==> src/rtl/bank_row_tracker_if.sv <==
// Request/command/result bundle between mapper, command FSM and bank_row_tracker.
// Latency: none (wires only). Backpressure: none; lookups and commands are fire-and-forget.
// Optional stats outputs exist only when BANK_ROW_TRACKER_STATS_EN is defined.
interface bank_row_tracker_if #(
  parameter int BANK_GROUP_BITS = 2,
  parameter int BANK_BITS       = 2,
  parameter int ROW_BITS        = 16
);
  localparam int NUM_BANKS = 2 ** (BANK_GROUP_BITS + BANK_BITS);

  logic                       lookup_valid;
  logic [BANK_GROUP_BITS-1:0] lookup_bg;
  logic [BANK_BITS-1:0]       lookup_bank;
  logic [ROW_BITS-1:0]        lookup_row;
  logic                       lookup_done;
  logic                       lookup_hit;
  logic                       lookup_miss;
  logic                       lookup_conflict;
  logic                       lookup_pre_ok;
  logic                       cmd_valid;
  logic [1:0]                 cmd_type;
  logic [BANK_GROUP_BITS-1:0] cmd_bg;
  logic [BANK_BITS-1:0]       cmd_bank;
  logic [ROW_BITS-1:0]        cmd_row;
  logic [NUM_BANKS-1:0]       open_mask;
  logic                       proto_err;
`ifdef BANK_ROW_TRACKER_STATS_EN
  logic [31:0]                stat_hits;
  logic [31:0]                stat_misses;
  logic [31:0]                stat_conflicts;
`endif

  // Driver side: mapper / command FSM
  modport master (
    output lookup_valid, lookup_bg, lookup_bank, lookup_row,
    output cmd_valid, cmd_type, cmd_bg, cmd_bank, cmd_row,
    input  lookup_done, lookup_hit, lookup_miss, lookup_conflict, lookup_pre_ok,
`ifdef BANK_ROW_TRACKER_STATS_EN
    input  stat_hits, stat_misses, stat_conflicts,
`endif
    input  open_mask, proto_err
  );

  // Tracker side
  modport slave (
    input  lookup_valid, lookup_bg, lookup_bank, lookup_row,
    input  cmd_valid, cmd_type, cmd_bg, cmd_bank, cmd_row,
    output lookup_done, lookup_hit, lookup_miss, lookup_conflict, lookup_pre_ok,
`ifdef BANK_ROW_TRACKER_STATS_EN
    output stat_hits, stat_misses, stat_conflicts,
`endif
    output open_mask, proto_err
  );
endinterface

==> src/rtl/bank_row_tracker.sv <==
// Per-bank open-row/tRAS tracker: classifies lookups as hit/miss/conflict and checks PRE legality.
// Latency: lookup result 1 cycle after lookup_valid, fully pipelined; commands take effect next cycle.
// Backpressure: none; one lookup and one command accepted every cycle. Optional stats: BANK_ROW_TRACKER_STATS_EN.
module bank_row_tracker #(
  parameter int BANK_GROUP_BITS = 2,
  parameter int BANK_BITS       = 2,
  parameter int ROW_BITS        = 16,
  parameter int T_RAS           = 32
) (
  input  logic                CLK,
  input  logic                nRST,
  bank_row_tracker_if.slave   bus
);
  localparam int IDX_BITS  = BANK_GROUP_BITS + BANK_BITS;
  localparam int NUM_BANKS = 2 ** IDX_BITS;
  localparam int CNT_BITS  = $clog2(T_RAS + 1);
  localparam logic [CNT_BITS-1:0] TRAS_LD = CNT_BITS'(T_RAS);
  localparam logic [CNT_BITS-1:0] CNT_ONE = CNT_BITS'(1);
  localparam logic [1:0] CMD_ACT  = 2'b00;
  localparam logic [1:0] CMD_PRE  = 2'b01;
  localparam logic [1:0] CMD_PREA = 2'b10;

  // Bank table
  logic [NUM_BANKS-1:0] r_open;
  logic [ROW_BITS-1:0]  r_row [NUM_BANKS];
  logic [CNT_BITS-1:0]  r_cnt [NUM_BANKS];

  // Lookup result pipeline stage and sticky error
  logic r_done, r_hit, r_miss, r_conflict, r_pre_ok;
  logic r_err;

  logic [IDX_BITS-1:0]  w_lk_idx;
  logic [IDX_BITS-1:0]  w_cmd_idx;
  logic                 w_is_act, w_is_pre, w_is_prea;
  logic                 w_lk_open, w_lk_same, w_lk_cnt_zero;
  logic                 w_cmd_open, w_cmd_cnt_busy;
  logic                 w_prea_early;
  logic [NUM_BANKS-1:0] w_open_nxt;

  assign w_lk_idx  = {bus.lookup_bg, bus.lookup_bank};
  assign w_cmd_idx = {bus.cmd_bg, bus.cmd_bank};

  assign w_is_act  = bus.cmd_valid && (bus.cmd_type == CMD_ACT);
  assign w_is_pre  = bus.cmd_valid && (bus.cmd_type == CMD_PRE);
  assign w_is_prea = bus.cmd_valid && (bus.cmd_type == CMD_PREA);

  // Lookups see only the registered table, never this cycle's command
  assign w_lk_open     = r_open[w_lk_idx];
  assign w_lk_same     = (r_row[w_lk_idx] == bus.lookup_row);
  assign w_lk_cnt_zero = (r_cnt[w_lk_idx] == '0);

  assign w_cmd_open     = r_open[w_cmd_idx];
  assign w_cmd_cnt_busy = (r_cnt[w_cmd_idx] != '0);

  // PREA is early if any currently open bank is still inside its tRAS window
  always_comb begin
    w_prea_early = 1'b0;
    for (int i = 0; i < NUM_BANKS; i++) begin
      if (r_open[i] && (r_cnt[i] != '0)) w_prea_early = 1'b1;
    end
  end

  // Next open bits: ACT sets, PRE clears even when early, PREA clears all
  always_comb begin
    w_open_nxt = r_open;
    if (w_is_act)  w_open_nxt[w_cmd_idx] = 1'b1;
    if (w_is_pre)  w_open_nxt[w_cmd_idx] = 1'b0;
    if (w_is_prea) w_open_nxt = '0;
  end

  // Open bits and sticky protocol-violation flag
  always_ff @(posedge CLK or negedge nRST) begin
    if (!nRST) begin
      r_open <= '0;
      r_err  <= 1'b0;
    end else begin
      r_open <= w_open_nxt;
      if ((w_is_act && w_cmd_open) ||
          (w_is_pre && w_cmd_open && w_cmd_cnt_busy) ||
          (w_is_prea && w_prea_early))
        r_err <= 1'b1;
    end
  end

  // Row registers and tRAS countdowns; ACT load wins over the decrement
  always_ff @(posedge CLK or negedge nRST) begin
    if (!nRST) begin
      for (int i = 0; i < NUM_BANKS; i++) begin
        r_row[i] <= '0;
        r_cnt[i] <= '0;
      end
    end else begin
      for (int i = 0; i < NUM_BANKS; i++) begin
        if (w_is_act && (w_cmd_idx == IDX_BITS'(i))) begin
          r_row[i] <= bus.cmd_row;
          r_cnt[i] <= TRAS_LD;
        end else if (r_cnt[i] != '0) begin
          r_cnt[i] <= r_cnt[i] - CNT_ONE;
        end
      end
    end
  end

  // One-cycle lookup classification; all result bits low when no lookup
  always_ff @(posedge CLK or negedge nRST) begin
    if (!nRST) begin
      r_done     <= 1'b0;
      r_hit      <= 1'b0;
      r_miss     <= 1'b0;
      r_conflict <= 1'b0;
      r_pre_ok   <= 1'b0;
    end else begin
      r_done     <= bus.lookup_valid;
      r_hit      <= bus.lookup_valid && w_lk_open && w_lk_same;
      r_miss     <= bus.lookup_valid && !w_lk_open;
      r_conflict <= bus.lookup_valid && w_lk_open && !w_lk_same;
      r_pre_ok   <= bus.lookup_valid && w_lk_cnt_zero;
    end
  end

  assign bus.lookup_done     = r_done;
  assign bus.lookup_hit      = r_hit;
  assign bus.lookup_miss     = r_miss;
  assign bus.lookup_conflict = r_conflict;
  assign bus.lookup_pre_ok   = r_pre_ok;
  assign bus.open_mask       = r_open;
  assign bus.proto_err       = r_err;

`ifdef BANK_ROW_TRACKER_STATS_EN
  logic [31:0] r_stat_hits, r_stat_misses, r_stat_conflicts;

  // Result counters, advanced while the matching result is presented; wrap naturally
  always_ff @(posedge CLK or negedge nRST) begin
    if (!nRST) begin
      r_stat_hits      <= '0;
      r_stat_misses    <= '0;
      r_stat_conflicts <= '0;
    end else begin
      if (r_hit)      r_stat_hits      <= r_stat_hits + 32'd1;
      if (r_miss)     r_stat_misses    <= r_stat_misses + 32'd1;
      if (r_conflict) r_stat_conflicts <= r_stat_conflicts + 32'd1;
    end
  end

  assign bus.stat_hits      = r_stat_hits;
  assign bus.stat_misses    = r_stat_misses;
  assign bus.stat_conflicts = r_stat_conflicts;
`endif

endmodule

==> src/flat_wrapper.sv <==
// flat-port wrapper written by rule: the top's interface ports become plain ports
module bank_row_tracker_flat 
#(
  parameter int BANK_GROUP_BITS = 2,
  parameter int BANK_BITS       = 2,
  parameter int ROW_BITS        = 16,
  parameter int T_RAS           = 32
)
  (CLK, nRST, bus_lookup_valid, bus_lookup_bg, bus_lookup_bank, bus_lookup_row, bus_cmd_valid, bus_cmd_type, bus_cmd_bg, bus_cmd_bank, bus_cmd_row, bus_lookup_done, bus_lookup_hit, bus_lookup_miss, bus_lookup_conflict, bus_lookup_pre_ok, bus_open_mask, bus_proto_err);
  bank_row_tracker_if #(.BANK_GROUP_BITS(BANK_GROUP_BITS), .BANK_BITS(BANK_BITS), .ROW_BITS(ROW_BITS)) bus_i ();
  input  logic CLK;
  input  logic nRST;
  input wire logic [$bits(bus_i.lookup_valid)-1:0] bus_lookup_valid;
  input wire logic [$bits(bus_i.lookup_bg)-1:0] bus_lookup_bg;
  input wire logic [$bits(bus_i.lookup_bank)-1:0] bus_lookup_bank;
  input wire logic [$bits(bus_i.lookup_row)-1:0] bus_lookup_row;
  input wire logic [$bits(bus_i.cmd_valid)-1:0] bus_cmd_valid;
  input wire logic [$bits(bus_i.cmd_type)-1:0] bus_cmd_type;
  input wire logic [$bits(bus_i.cmd_bg)-1:0] bus_cmd_bg;
  input wire logic [$bits(bus_i.cmd_bank)-1:0] bus_cmd_bank;
  input wire logic [$bits(bus_i.cmd_row)-1:0] bus_cmd_row;
  output wire logic [$bits(bus_i.lookup_done)-1:0] bus_lookup_done;
  output wire logic [$bits(bus_i.lookup_hit)-1:0] bus_lookup_hit;
  output wire logic [$bits(bus_i.lookup_miss)-1:0] bus_lookup_miss;
  output wire logic [$bits(bus_i.lookup_conflict)-1:0] bus_lookup_conflict;
  output wire logic [$bits(bus_i.lookup_pre_ok)-1:0] bus_lookup_pre_ok;
  output wire logic [$bits(bus_i.open_mask)-1:0] bus_open_mask;
  output wire logic [$bits(bus_i.proto_err)-1:0] bus_proto_err;
  assign bus_i.lookup_valid = bus_lookup_valid;
  assign bus_i.lookup_bg = bus_lookup_bg;
  assign bus_i.lookup_bank = bus_lookup_bank;
  assign bus_i.lookup_row = bus_lookup_row;
  assign bus_i.cmd_valid = bus_cmd_valid;
  assign bus_i.cmd_type = bus_cmd_type;
  assign bus_i.cmd_bg = bus_cmd_bg;
  assign bus_i.cmd_bank = bus_cmd_bank;
  assign bus_i.cmd_row = bus_cmd_row;
  assign bus_lookup_done = bus_i.lookup_done;
  assign bus_lookup_hit = bus_i.lookup_hit;
  assign bus_lookup_miss = bus_i.lookup_miss;
  assign bus_lookup_conflict = bus_i.lookup_conflict;
  assign bus_lookup_pre_ok = bus_i.lookup_pre_ok;
  assign bus_open_mask = bus_i.open_mask;
  assign bus_proto_err = bus_i.proto_err;
  bank_row_tracker #(.BANK_GROUP_BITS(BANK_GROUP_BITS), .BANK_BITS(BANK_BITS), .ROW_BITS(ROW_BITS), .T_RAS(T_RAS)) u_core (.CLK(CLK), .nRST(nRST), .bus(bus_i));
endmodule
==> config.mk <==
export PLATFORM = sky130hd
export DESIGN_NAME = bank_row_tracker_flat
export DESIGN_NICKNAME = d
export VERILOG_FILES = /design/src/rtl/bank_row_tracker_if.sv /design/src/rtl/bank_row_tracker.sv /design/src/flat_wrapper.sv
export SDC_FILE = /design/constraint.sdc
export NUM_CORES = 1
export LEC_CHECK = 0
export CAP_MARGIN = 10
export CORE_MARGIN = 8
export CORE_UTILIZATION = 61
export DETAILED_ROUTE_END_ITERATION = 10
export GPL_ROUTABILITY_DRIVEN = 0
export GPL_TIMING_DRIVEN = 0
export PLACE_DENSITY = 0.8
export RECOVER_POWER = 100
export SKIP_LAST_GASP = 1
export SYNTH_ARGS = -nofsm -noshare
export SYNTH_HDL_FRONTEND = slang
export SYNTH_SLANG_ARGS = --single-unit
==> constraint.sdc <==
create_clock -name CLK -period 2.3 [get_ports CLK]
set_input_delay 0.345 -clock CLK [delete_from_list [all_inputs] [get_ports CLK]]
set_output_delay 0.345 -clock CLK [all_outputs]
set_load 0.03 [all_outputs]
==> run summary <==
CTS tree = built
WP buf/inv = 3
Hold crit path type = in2async
Clock transition at the registers of the reported paths = 0.06 ns
FF-to-FF setup slack = -0.04 ns
Largest family of logic cells by synthesized area = simple AND/OR/NAND/NOR gates
Hold Violations, Final = 0
Multi-input logic area = 8950 µm²
Post-synthesis cell count = 1951
Lkg Pwr = 10.6 nW
IO Count = 68
CP endpoint kind = flip-flop
CP top delay family = buffers and inverters
DRT Pass-1 Iters = 8
Final period utilization = 105%
Flops & latches, synth = 374
Post-route core utilization = 71.5%
DR iter-0 viols = 1976
Global-route wire length before repair = 88.5 mm
Distinct cells, synth = 49
CTS Buf Count = 41
YS warnings = 0
Max VDD drop = 0.000584 V
Power share of the clock group = 30.1%
Reg2reg path depth = 7
Setup violators final = 27
Maximum fanout along the worst path = 10
Fill count = 2136
Register area = 9360 µm²
Placed cells = 2412
EDFF count, synth = 0
Relative slew slack = 23.9%
Total track usage = 31.8%
Required @ worst endpoint = 2.71 ns
Worst slew pin tran = 1.14 ns
Top FF cell, synth = dfrtp_1
Synth async-reset ratio = 100%
Post-Route WL = 57.6 mm
Drt via density = 6.23
ANT cells = 0
Fin cells = 2490
Max stage delay on crit path = 0.67 ns
Area leader, netlist = dfrtp_1
Terminus of the critical flop-to-flop path = u_core.bus.lookup_conflict
Dpl cell area = 19800 µm²
Fin crit period = 2.41 ns
Register area share after synthesis = 50.4%
Remaining global-route overflow = 0
Die height = 191 µm
RSZ-0062 raised after global routing = true
Mapped cell area = 18600 µm²
Crit Path Class = in2reg
Syn-to-layout area delta = 16.5%
Combinational share of power = 26.8%
Adder-cell share of the synthesized area = 2.16%
Hpwl dp = 39.0 mm
Most Frequent Cell on Critical Path = nand2_1
Final worst setup slack = -0.112 ns
Layout cells sized above 1 = 14.4%
Top-count cell post-synth = nand2_1
Synth cell count leaders = nand2_1 (839), dfrtp_1 (374), nor2_1 (129)
Residual DRC = 0
Synth Area in Simple Gates = 23.7%
Outcome = complete, but fails checks
CTS H-tree lvls = 2
Largest net degree at the start of global routing = 120
Clock Sinks = 374
Synth Area in Compound Gates = 3.08%
Via count = 15500
Synth Area in XOR/XNOR = 4.10%
Deepest clock path buffer count = 3
Die Width = 191 µm
Failing checks = negative setup slack
Critical path arrival = 2.82 ns
Power density cells = 1040 nW/µm²
Number of global-route vias before repair = 15900
Die ar. = 36300 µm²
Core box area = 30300 µm²
Routed Antenna Nets = 0
Sw power = 0.00733 W
Mean Syn Cell Area = 9.52 µm²
Cell Chain, Critical Path = dlygate4sd3_1 > buf_2 > nor4_4 > nand3_2 > clkbuf_2 > nand2_1 > nand2_1
Slew Viols, Final = 0
Clock root buffer master = clkbuf_16
Maxcap violations = 0
Setup slack at placement = -1.16 ns
Fmax = 415 MHz
Synth top area share = 50.4%
IO Port Bufs = 62
Slowest-stage cell, CP = dlygate4sd3_1
Final net count = 2142
Finished Cell Area = 21600 µm²
FP Rows = 64
RR Startpoint = u_core.r_row[6]
Starting density of the core = 61.4%
Proportion of synthesized area in mux cells = 13.6%
Top cells by area, synth = dfrtp_1 (50%), nand2_1 (17%), mux4_2 (9.3%), xnor2_1 (2.9%), nor2_1 (2.6%)
Net Count, Synth = 2029
P_int = 0.0151 W
Switching Fraction = 32.6%
DR WL/cell = 23.1 µm
Clock Skew = 0.0199 ns
Hold slack = 0.335 ns
Clock latency on the worst-skew pair = 0.55 ns
Initial antenna violation count = 0
Sequential power share = 43.1%
Crit start category = primary input
==> metrics by stage <==
step,TNS (ns),total power (W)
3_5_place_dp,-234.69,0.0153
5_1_grt,-8.04,0.0236
6_report,-0.889,0.0225
2_1_floorplan,0,0.0136
4_1_cts,-0.0784,0.0222
3_3_place_gp,-5949.43,0.0150
==> placed cells by master, fill, tap and decap left out, types with 32 or more instances in the layout <==
master,instances
nand2_1,823
dfrtp_1,371
nor2_1,126
mux4_2,77
xnor2_1,60
clkbuf_1,44
clkbuf_16,43
clkdlybuf4s50_1,36
mux2i_1,34
mux2_2,34
inv_1,33
nand3b_1,33
clkbuf_2,32
ha_1,32
==> cell type report <==
cell class,count,area share (%)
buffer,94,2.54
clock buffer,64,5.80
clock inverter,9,0.572
inverter,33,0.572
multi-input combinational,1443,41.4
sequential,374,43.3
tap,396,2.29
timing repair buffer,77,3.57
==> metal layers <==
layer | global-route usage [%] | up-vias | share of wire (%)
met2 | 50.6 | 1073 | 47
met4 | 18.6 | 0 | 6.3
met3 | 8.71 | 273 | 12
li1 | - | 6636 | -
met1 | 38.8 | 7523 | 35
met5 | 0 | - | 0
==> worst max-delay path by stage <==
stage | from | end | slack (ns) | cells after the start
2_1_floorplan | bus_lookup_bank[1] | u_core.bus.lookup_conflict | 0.02 | 9
3_3_place_gp | nRST | u_core.r_row[35] | -15.32 | 1
3_5_place_dp | bus_lookup_bg[0] | u_core.bus.lookup_conflict | -1.16 | 10
4_1_cts | bus_lookup_bank[1] | u_core.bus.lookup_conflict | -0.07 | 11
5_1_grt | bus_cmd_bank[1] | u_core.r_row[222] | -0.10 | 8
6_report | bus_cmd_bank[1] | u_core.r_row[59] | -0.11 | 7
==> registers in the layout, indices dropped and copies added, names as in the netlist <==
signal,cells
u_core.r_row,256
u_core.r_cnt,96
u_core.bus.open_mask,16
u_core.bus.lookup_conflict,1
u_core.bus.lookup_done,1
u_core.bus.lookup_hit,1
u_core.bus.lookup_miss,1
u_core.bus.lookup_pre_ok,1
u_core.bus.proto_err,1
==> cells by family (layout without fill, tap and decap cells) <==
group                      Yosys count  after routing
DFF                                374            374
muxes                              151            151
AOI/OAI and AO/OA                   84             84
xor gates and xnor gates            87             87
buffers and inverters              134            277
and+or+nand+nor                   1089           1089
adders and majority gates           32             32
==> power groups by stage <==
stage | sequential (W) | combinational [W] | clock, W
3_3_place_gp | 0.00950 | 0.00546 | 0
6_report | 0.00968 | 0.00602 | 0.00677
5_1_grt | 0.00987 | 0.00668 | 0.00706
3_5_place_dp | 0.00957 | 0.00578 | 0
4_1_cts | 0.00950 | 0.00589 | 0.00676
2_1_floorplan | 0.00945 | 0.00412 | 0
==> repair_timing <==
item | in CTS | in global routing
hold endpoints to repair | 62 | 0
gates resized for setup | 58 | 99
pin swaps | 3 | 10
endpoints found under the setup margin | 255 | 238
buffers inserted | 3 | 8
hold buffers | 1 | 0
Power figures use the tool's default switching activity.
